[config.mk]
export PLATFORM = sky130hd
export DESIGN_NAME = multdiv_sequencer
export DESIGN_NICKNAME = d
export VERILOG_FILES = /design/src/rtl/multdiv_sequencer.sv
export SDC_FILE = /design/constraint.sdc
export NUM_CORES = 1
export LEC_CHECK = 0
export CORE_AREA = 2 2 106 108
export DETAILED_ROUTE_END_ITERATION = 10
export DIE_AREA = 0 0 108 110
export PLACE_DENSITY = 0.86
export SLEW_MARGIN = 20
export SYNTH_ARGS = -nofsm -noshare
export SYNTH_HDL_FRONTEND = slang
export SYNTH_SLANG_ARGS = --single-unit
[constraint.sdc]
create_clock -name clock -period 6.3 [get_ports clock]
set_input_delay 1.89 -clock clock [delete_from_list [all_inputs] [get_ports clock]]
set_output_delay 1.89 -clock clock [all_outputs]
set_load 0.01 [all_outputs]
[src/rtl/multdiv_sequencer.sv]
// -----------------------------------------------------------------------------
// multdiv_sequencer
//
// Control and operand stage that sits in front of the iterative multiplier and
// divider. A one-cycle ctrl_MULT / ctrl_DIV pulse starts an operation. The
// operands are captured on that edge and held on the operand outputs until the
// next start. A shared iteration counter runs while the operation is in
// flight. When the selected datapath reaches its final iteration, its result
// and exception are captured, and data_resultRDY pulses for one cycle.
//
// Ports
//   clock, reset_n                 rising-edge clock, async active-low reset
//   ctrl_MULT, ctrl_DIV            start pulses (MULT wins if both are high)
//   data_operandA/B   [WIDTH]      operands, valid only in the start cycle
//   operandA_out/B    [WIDTH]      operands to the datapaths (live in start cycle)
//   mult_start, div_start          combinational start/load pulses to datapaths
//   count             [6]          shared iteration counter
//   mult_result/exception          multiplier outputs
//   div_result/exception           divider outputs (exception = divide by zero)
//   data_result/exception          captured result, held until next completion
//   data_resultRDY                 one-cycle completion pulse
//   busy                           high while MULT or DIV is in flight
// -----------------------------------------------------------------------------
module multdiv_sequencer #(
  parameter int WIDTH       = 32,
  parameter int DIV_CYCLES  = 32,
  parameter int MULT_CYCLES = 16
) (
  input  logic             clock,
  input  logic             reset_n,
  input  logic             ctrl_MULT,
  input  logic             ctrl_DIV,
  input  logic [WIDTH-1:0] data_operandA,
  input  logic [WIDTH-1:0] data_operandB,
  output logic [WIDTH-1:0] operandA_out,
  output logic [WIDTH-1:0] operandB_out,
  output logic             mult_start,
  output logic             div_start,
  output logic [5:0]       count,
  input  logic [WIDTH-1:0] mult_result,
  input  logic             mult_exception,
  input  logic [WIDTH-1:0] div_result,
  input  logic             div_exception,
  output logic [WIDTH-1:0] data_result,
  output logic             data_exception,
  output logic             data_resultRDY,
  output logic             busy
);

  localparam logic [5:0] MULT_N = 6'(MULT_CYCLES);
  localparam logic [5:0] DIV_N  = 6'(DIV_CYCLES);

  typedef enum logic [1:0] {
    S_IDLE,
    S_MULT,
    S_DIV,
    S_DONE
  } state_e;

  state_e           state_q, state_d;
  logic [5:0]       count_q, count_d;
  logic [WIDTH-1:0] opa_q, opb_q;
  logic [WIDTH-1:0] result_q, result_d;
  logic             exc_q, exc_d;
  logic             rdy_q, rdy_d;

  logic start_mult, start_div, start_any;

  // A simultaneous DIV request is dropped in favour of MULT.
  assign start_mult = ctrl_MULT;
  assign start_div  = ctrl_DIV & ~ctrl_MULT;
  assign start_any  = ctrl_MULT | ctrl_DIV;

  assign mult_start = start_mult;
  assign div_start  = start_div;

  // The datapaths load on the start edge, so they must see the live operands in
  // that cycle; afterwards the held copies keep them stable.
  assign operandA_out = start_any ? data_operandA : opa_q;
  assign operandB_out = start_any ? data_operandB : opb_q;

  assign count          = count_q;
  assign data_result    = result_q;
  assign data_exception = exc_q;
  assign data_resultRDY = rdy_q;
  assign busy           = (state_q == S_MULT) || (state_q == S_DIV);

  // NOTE: every signal assigned here gets a default first, so no path leaves
  // one unassigned and no latch is inferred.
  always_comb begin
    state_d  = state_q;
    count_d  = count_q;
    result_d = result_q;
    exc_d    = exc_q;
    rdy_d    = 1'b0;

    // A start in any state (including mid-operation) restarts from count 0;
    // an in-flight operation is abandoned without a completion pulse.
    if (start_mult) begin
      state_d = S_MULT;
      count_d = '0;
    end else if (start_div) begin
      state_d = S_DIV;
      count_d = '0;
    end else begin
      unique case (state_q)
        S_MULT: begin
          if (count_q == MULT_N) begin
            state_d  = S_DONE;
            result_d = mult_result;
            exc_d    = mult_exception;
            rdy_d    = 1'b1;
          end else begin
            count_d = count_q + 6'd1;
          end
        end
        S_DIV: begin
          if (count_q == DIV_N) begin
            state_d  = S_DONE;
            // On divide-by-zero the quotient is meaningless; report zero.
            result_d = div_exception ? '0 : div_result;
            exc_d    = div_exception;
            rdy_d    = 1'b1;
          end else begin
            count_d = count_q + 6'd1;
          end
        end
        S_DONE: begin
          state_d = S_IDLE;
          count_d = '0;
        end
        default: begin
          state_d = S_IDLE;
          count_d = '0;
        end
      endcase
    end
  end

  // NOTE: sequential state uses non-blocking assignments so every register
  // samples its next value from the same pre-edge snapshot.
  always_ff @(posedge clock or negedge reset_n) begin
    if (!reset_n) begin
      state_q  <= S_IDLE;
      count_q  <= '0;
      opa_q    <= '0;
      opb_q    <= '0;
      result_q <= '0;
      exc_q    <= 1'b0;
      rdy_q    <= 1'b0;
    end else begin
      state_q  <= state_d;
      count_q  <= count_d;
      result_q <= result_d;
      exc_q    <= exc_d;
      rdy_q    <= rdy_d;
      if (start_any) begin
        opa_q <= data_operandA;
        opb_q <= data_operandB;
      end
    end
  end

endmodule

Yosys cells after proc, flatten, opt, wreduce, memory -nomap -nowiden --
Index checks and enable logic that the tools add are counted.
Word-level totals: flip-flop bits (word level) 106, latch bits 0, bits in writable memories 0, bits in read-only memories 0, input port bits 134, output and inout port bits 107, word-level logic and storage cells 51, memories 0
Cells by class: $add $sub $neg 1, multiply operators 0, divide/modulo/power cells 0, magnitude comparators 0, eq/ne operators 10, shift operators 0, multiplexer cells 24, bitwise operators 4, reductions and logical operators 5
Operators by type and width (number):
- 2-to-1 mux 32 bit | 5
- case mux 32 bit (2 select lines) | 1
- 2-to-1 mux 6 bit | 4
- case mux 6 bit (2 select lines) | 1
- 2-to-1 mux 2 bit | 4
- inequality test 4 x 3 -> 1 bit (second input constant) | 2
- inequality test 4 bit (second input constant) | 2
- adder 6 x 1 -> 6 bit (second input constant) | 1
- == test 6 x 5 -> 1 bit (second input constant) | 1
- == test 6 bit (second input constant) | 1
- 2-to-1 mux 1 bit | 6
- AND reduction 5 bit | 1
- inequality test 2 x 1 -> 1 bit (second input constant) | 2
- case mux 1 bit (2 select lines) | 2
- case mux 2 bit (2 select lines) | 1
- AND reduction 2 bit | 2
- == test 2 x 1 -> 1 bit (second input constant) | 1
- == test 2 bit (second input constant) | 1
- inverter 1 bit | 2
- nonzero test 2 bit | 1
- bitwise AND 1 bit | 1
- logical OR 1 bit | 1
- bitwise OR 1 bit | 1

Longest topological paths before layout --
Gate-level depths: netlist of the first run.
depth in word-level cells 5, mapped depth 9, depth with buffers taken out 6

Least setup slack after synthesis of the first run --
No wires, ideal clock.
path type input port to output port, start point input ctrl_MULT, end point output operandA_out[0], arrival 2979 ps, data required time 4410 ps, slack 1431 ps, stages on the path 5, path buffers 3, cell sequence buf_2 nor2_1 buf_2 buf_2 mux2_2
Between the ends: word-level cells in the longest chain between the ends 2
RTL lines:
- from (decl) | line 31 | input logic ctrl_MULT,
- bitwise OR 1 bit | line 72 | assign start_any = ctrl_MULT | ctrl_DIV;
- 2-to-1 mux 32 bit
- to (decl) | line 35 | output logic [WIDTH-1:0] operandA_out,
No other way between the ends.

Worst setup path after layout of the first run --
start point input ctrl_DIV, end point output operandA_out[29]
Between the ends: word-level cells in the longest chain between the ends 2
RTL lines:
- from (decl) | line 32 | input logic ctrl_DIV,
- bitwise OR 1 bit | line 72
- 2-to-1 mux 32 bit
No other way between the ends.

==> impl_metrics.tcl, run 1 <==
set metrics [dict create \
    num_rows 38 \
    path_buf_inv 3 \
    crit_path_start_kind "primary input" \
    drive_above_1_share_pct 17.0 \
    ant_nets 0 \
    worstMarginPinSlew_ns 0.862 \
    numCtsBuffers 9 \
    fmax_mhz 172 \
    m1WireLength_um 4990 \
    hold_start "data_result[7]" \
    mostFrequentLayoutCell "clkdlybuf4s50_1" \
    syn-num-nets 502 \
    path_max_fanout 65 \
    drv_cap 0 \
    dr_wl_met2_um 6200 \
    drtPass1Iterations 4 \
    place_hpwl_um 9480 \
    fin_util_pct 67.9 \
    clock_skew_ns 0.00640 \
    final.setup.worst_slack_ns 0.491 \
    fin_nets 734 \
    min_period_ns 5.81 \
    p_total_w 0.00144 \
    routed_wl_um 12500 \
    start_util_pct 42.6 \
    rsz0062_at_grt "no" \
    setup_viol 0 \
    drv_slew 0 \
    cts.sinks 106 \
    async_flop_share_pct 100 \
    cts_max_path_buffers 2 \
    endpoint_kind "output pin" \
    reg2reg_depth 7 \
    status "completed" \
    gp_congestion 0.862 \
    r2r-end "data_result[10]" \
    min_to "data_result[7]" \
    slowest_delay_ns 0.57 \
    power-per-cell-area_mw_per_mm2 198 \
    syn-cell-area_mm2 0.00456 \
    crit_chain "clkdlybuf4s50_1 > nor2_4 > buf_12 > mux2_2 > clkdlybuf4s50_1" \
    mostFrequentLayoutCells "239 x clkdlybuf4s50_1, 106 x dfrtp_1, 64 x mux2_2" \
    overflow 0 \
    cts_resized 0 \
    ys_types 37 \
    cp.arrival_ns 3.92 \
    hold_violations 0 \
    dieArea_mm2 0.0119 \
    ir_drop_mv 0.134 \
    highest_layer "met4" \
    root_buffer "clkbuf_8" \
    ys.flop_type "dfrtp_1" \
    hp-class "register to register" \
    die_h_um 110 \
    synth_edf_count 0 \
    grt_pass1_vias 3747 \
    wl_per_cell_um 16.9 \
    crit_required_ns 4.41 \
    path_class "primary input to output pin" \
    cts_tree "done" \
    hold_depth 2 \
    ys_warn_count 0 \
    yosysSeqAreaShare_pct 58.2 \
    r2r_slack_ns 3.80 \
    antenna_found_initial 0 \
    drt-initial-drc-count 126 \
    areaGrowthSynthToFinish_pct 59.5 \
    slew_headroom_pct 42.6 \
    drc 0 \
    clkLatencyLatePin_ns 0.36 \
    postSynthAreaPerCell_um2 12.5 \
    via_count 3730 \
    fin_tns_setup_ns 0 \
    cts_setup_buffers 0 \
    crit_family "buffers and inverters" \
    dp_slack_ns 0.494 \
    grt_pass1_wl_um 18800 \
    r2r-start "state_q[0]" \
    coreArea_mm2 0.0107 \
    grt_start_max_net_pins 70 \
    antennaDiodeCount 0 \
    viasPerCell 5.03 \
    period_share_pct 92.2 \
    synthCells 364 \
    cp_slowest_cell "clkdlybuf4s50_1" \
    holdBufCountCts 0 \
    htree_levels 3 \
    wl_met3_um 1050 \
    port_buffers 240 \
    clkTransAtPathRegs_ns 0.09 \
    ys_ff_latch 106 \
    die-width_um 108 \
    power.leakage_nw 3.04 \
    track_usage_pct 20.3 \
    cpMostUsedCell "clkdlybuf4s50_1" \
    ios 241 \
]
[worst min-delay path, delay by kind of cell (launching register included)]
| family | cells | cell delay, ns |
|---|---|---|
| and+or+nand+nor | 1 | 0.05 |
| AOI/OAI and AO/OA | 1 | 0.06 |
| DFF | 1 | 0.35 |
[worst max path at each step]
| stage | start | end | slack, ns | cells past startpoint |
|---|---|---|---|---|
| global route | ctrl_DIV | operandA_out[29] | 0.42 | 5 |
| floorplan | ctrl_MULT | operandA_out[0] | 1.43 | 5 |
| finish | ctrl_DIV | operandA_out[29] | 0.49 | 5 |
| CTS | ctrl_DIV | operandA_out[29] | 0.48 | 5 |
| detailed placement | ctrl_DIV | operandA_out[3] | 0.49 | 5 |
| global placement | ctrl_DIV | operandA_out[8] | 0.54 | 5 |
[power by group]
group / switching, W / internal [W]
Combinational: 0.000122 / 0.000187
Clock: 0.000239 / 0.000159
Sequential: 0.0000112 / 0.000717
[metal layers]
metal / vias to the layer above / track usage, %
met4: 0 / 8.61
met5: - / 0
li1: 1749 / -
met1: 1800 / 24.4
met3: 25 / 5.88
met2: 156 / 34.3
[registers in the layout, indices dropped and copies added, names as in the netlist]
signal,count
opb_q,32
count,6
data_exception,1
data_result,32
opa_q,32
state_q,2
data_resultRDY,1
[synthesized netlist by cell type, drive strengths merged (2+ instances only)]
master,count,area [µm²]
nand3b,3,22.5
clkbuf,6,22.5
a21oi,35,175
nand4,2,12.5
nand3,2,10.0
and4bb,2,25.0
nor2b,9,56.3
inv,30,113
and2,2,12.5
a21o,3,23.8
nor3,2,10.0
buf,18,101
a221oi,22,230
ha,4,50.1
mux2,64,721
nor3b,3,27.5
nand2,16,60.1
o21ai,16,80.1
dfrtp,106,2650
nor2,7,26.3
a31oi,3,18.8
[cell type report]
class / instances / area (µm²)
flip-flops and latches: 106 / 2650
multi-input cells: 204 / 1690
fillers: 794 / 3430
well taps: 140 / 175
repair buffers: 245 / 2450
clock buffers: 10 / 138
clock inverters: 6 / 47.5
inverters: 30 / 113
[through the flow]
step                      std cells  hold WS [ns]  cell area, µm²
final                           741         0.499            7270
after global routing            741         0.518            7270
after CTS                       741         0.502            7260
after detailed placement        725         0.480            7080
after global placement          725         0.468            7080
after floorplan                 364         0.512            4560
[logic make-up after synthesis]
group | after synthesis | synth area share, %
compound gates | 85 | 13.3
fa+ha+maj | 4 | 1.10
buf+inv | 54 | 5.19
flops | 106 | 58.2
mux | 65 | 16.0
simple gates | 50 | 6.15
(Power assumes the default switching activity.)
==> inputs of run 2 (changes only) <==
--- a/config.mk
+++ b/config.mk
@@ -6,6 +6,7 @@
 export NUM_CORES = 1
 export LEC_CHECK = 0
 export CORE_AREA = 2 2 106 108
+export CTS_CLUSTER_DIAMETER = 30
 export DETAILED_ROUTE_END_ITERATION = 10
 export DIE_AREA = 0 0 108 110
 export PLACE_DENSITY = 0.86
==> results of run 2 <==
No change in the layout: final DEF, timing and power equal those of run 1.
==> inputs of run 3 (changes only) <==
--- a/config.mk
+++ b/config.mk
@@ -7,10 +7,11 @@
 export LEC_CHECK = 0
 export CORE_AREA = 2 2 106 108
 export CTS_CLUSTER_DIAMETER = 30
+export CTS_CLUSTER_SIZE = 16
 export DETAILED_ROUTE_END_ITERATION = 10
 export DIE_AREA = 0 0 108 110
+export GPL_ROUTABILITY_DRIVEN = 1
 export PLACE_DENSITY = 0.86
-export SLEW_MARGIN = 20
 export SYNTH_ARGS = -nofsm -noshare
 export SYNTH_HDL_FRONTEND = slang
 export SYNTH_SLANG_ARGS = --single-unit
==> run 3 against run 2 <==
Against the previous run:
- first-iteration DRC count is 9.5% higher
- wire length barely moved
- global-route usage did not move
- register-to-register slack worse by 0.42 ns
- combinational power barely moved
- largest cell class unchanged
==> impl_metrics.tcl, run 3 (same netlist as run 1, synthesis figures left out) <==
set metrics [dict create \
    dieArea_mm2 0.0119 \
    status "completed" \
    min_period_ns 5.81 \
    drc 0 \
    ir_drop_mv 0.134 \
    ios 241 \
    power-per-cell-area_mw_per_mm2 198 \
    place_area_mm2 0.00708 \
    antennaDiodeCount 0 \
    nFillCells 794 \
    numCtsBuffers 9 \
    num_rows 38 \
    clkLatencyLatePin_ns 0.36 \
    grt_pass1_vias 3747 \
    power.leakage_nw 3.03 \
    cts_tree "done" \
    rsz0062_at_grt "no" \
    fmax_mhz 172 \
    r2r_slack_ns 3.38 \
    place_hpwl_um 9480 \
    multiInputGateArea_mm2 0.00169 \
    cts_setup_buffers 0 \
    slew_headroom_pct 14.9 \
    regArea_mm2 0.00265 \
    start_util_pct 42.6 \
    cts_max_path_buffers 2 \
    path_max_fanout 65 \
    period_share_pct 92.2 \
    crit_required_ns 4.41 \
    design_area_mm2 0.00726 \
    setup_viol 0 \
    endpoint_kind "output pin" \
    drt-initial-drc-count 138 \
    port_buffers 240 \
    overflow 0 \
    mostFrequentLayoutCells "239 x clkdlybuf4s50_1, 106 x dfrtp_1, 64 x mux2_2" \
    fin_nets 734 \
    root_buffer "clkbuf_8" \
    mostFrequentLayoutCell "clkdlybuf4s50_1" \
    die_h_um 110 \
    path_class "primary input to output pin" \
    routed_wl_um 12500 \
    viasPerCell 5.07 \
    areaGrowthSynthToFinish_pct 59.4 \
    die-width_um 108 \
    holdBufCountCts 0 \
    htree_levels 3 \
    grt_pass1_wl_um 18800 \
    drv_slew 0 \
    fin_tns_setup_ns 0 \
    wl_per_cell_um 16.9 \
    clkTransAtPathRegs_ns 0.09 \
    drive_above_1_share_pct 17.0 \
    ant_nets 0 \
    hold_violations 0 \
    crit_path_start_kind "primary input" \
    clock_skew_ns 0.00676 \
    antenna_found_initial 0 \
    hp-class "register to register" \
    track_usage_pct 20.3 \
    cts_resized 0 \
    coreArea_mm2 0.0107 \
    drtPass1Iterations 4 \
    cts.sinks 106 \
    worstMarginPinSlew_ns 1.27 \
    via_count 3757 \
    drv_cap 0 \
    grt_start_max_net_pins 70 \
    gp_congestion 0.862 \
    cp.arrival_ns 3.92 \
]
-- run 3: cell counts in the layout (fill, tap and decap cells not counted) --
Identical to the previous run, type by type.
-- run 3: worst paths after layout --
kind / startpoint / endpoint / depth (start not counted)
worst min register to register: data_result[7] / data_result[7] / 2
worst max register to register: state_q[0] / data_result[10] / 7
min in group asynchronous: reset_n / data_result[15] / 1
worst min-delay path: data_result[7] / data_result[7] / 2
max in group asynchronous: reset_n / data_result[23] / 2
worst max-delay path: ctrl_DIV / operandA_out[29] / 5
-- run 3: report_power, final --
| part | internal [W] | leakage [nW] | switching, W |
|---|---|---|---|
| logic | 0.000187 | 1.73 | 0.000122 |
| registers | 0.000717 | 1.21 | 0.0000111 |
| clock network | 0.000159 | 0.0937 | 0.000240 |
| total | 0.00106 | 3.03 | 0.000373 |
-- run 3: layer usage --
layer  vias up  GRT usage, %  wire [µm]  part of all wire (%)
met5         -             0          0                     0
met4         0          8.61        309                   2.5
met3        26          5.88       1050                   8.4
met2       166          34.3       6220                    50
met1      1815          24.4       4950                    40
li1       1750             -          -                     -
-- run 3: worst max-delay path, stage by stage --
cell	delay (ns)
clkdlybuf4s50_1	0.57
nor2_4	0.19
buf_12	0.31
mux2_2	0.41
clkdlybuf4s50_1	0.51
-- run 3: area by class of cell --
| type | count | share of cell area, % |
|---|---|---|
| sequential | 106 | 36.5 |
| timing repair buffer | 245 | 33.7 |
| multi-input combinational | 204 | 23.2 |
| tap | 140 | 2.41 |
| clock buffer | 10 | 1.90 |
| inverter | 30 | 1.55 |
| clock inverter | 6 | 0.655 |
-- run 3: stage by stage --
step	hold slack, ns	util (%)	setup slack, ns	total power, W	std cells
after floorplan	0.512	-	1.43	0.000852	364
after global placement	0.468	66.1	0.541	0.00104	725
after detailed placement	0.480	66.1	0.494	0.00105	725
after CTS	0.502	67.9	0.482	0.00145	741
after global routing	0.518	67.9	0.416	0.00150	741
final	0.500	67.9	0.491	0.00144	741
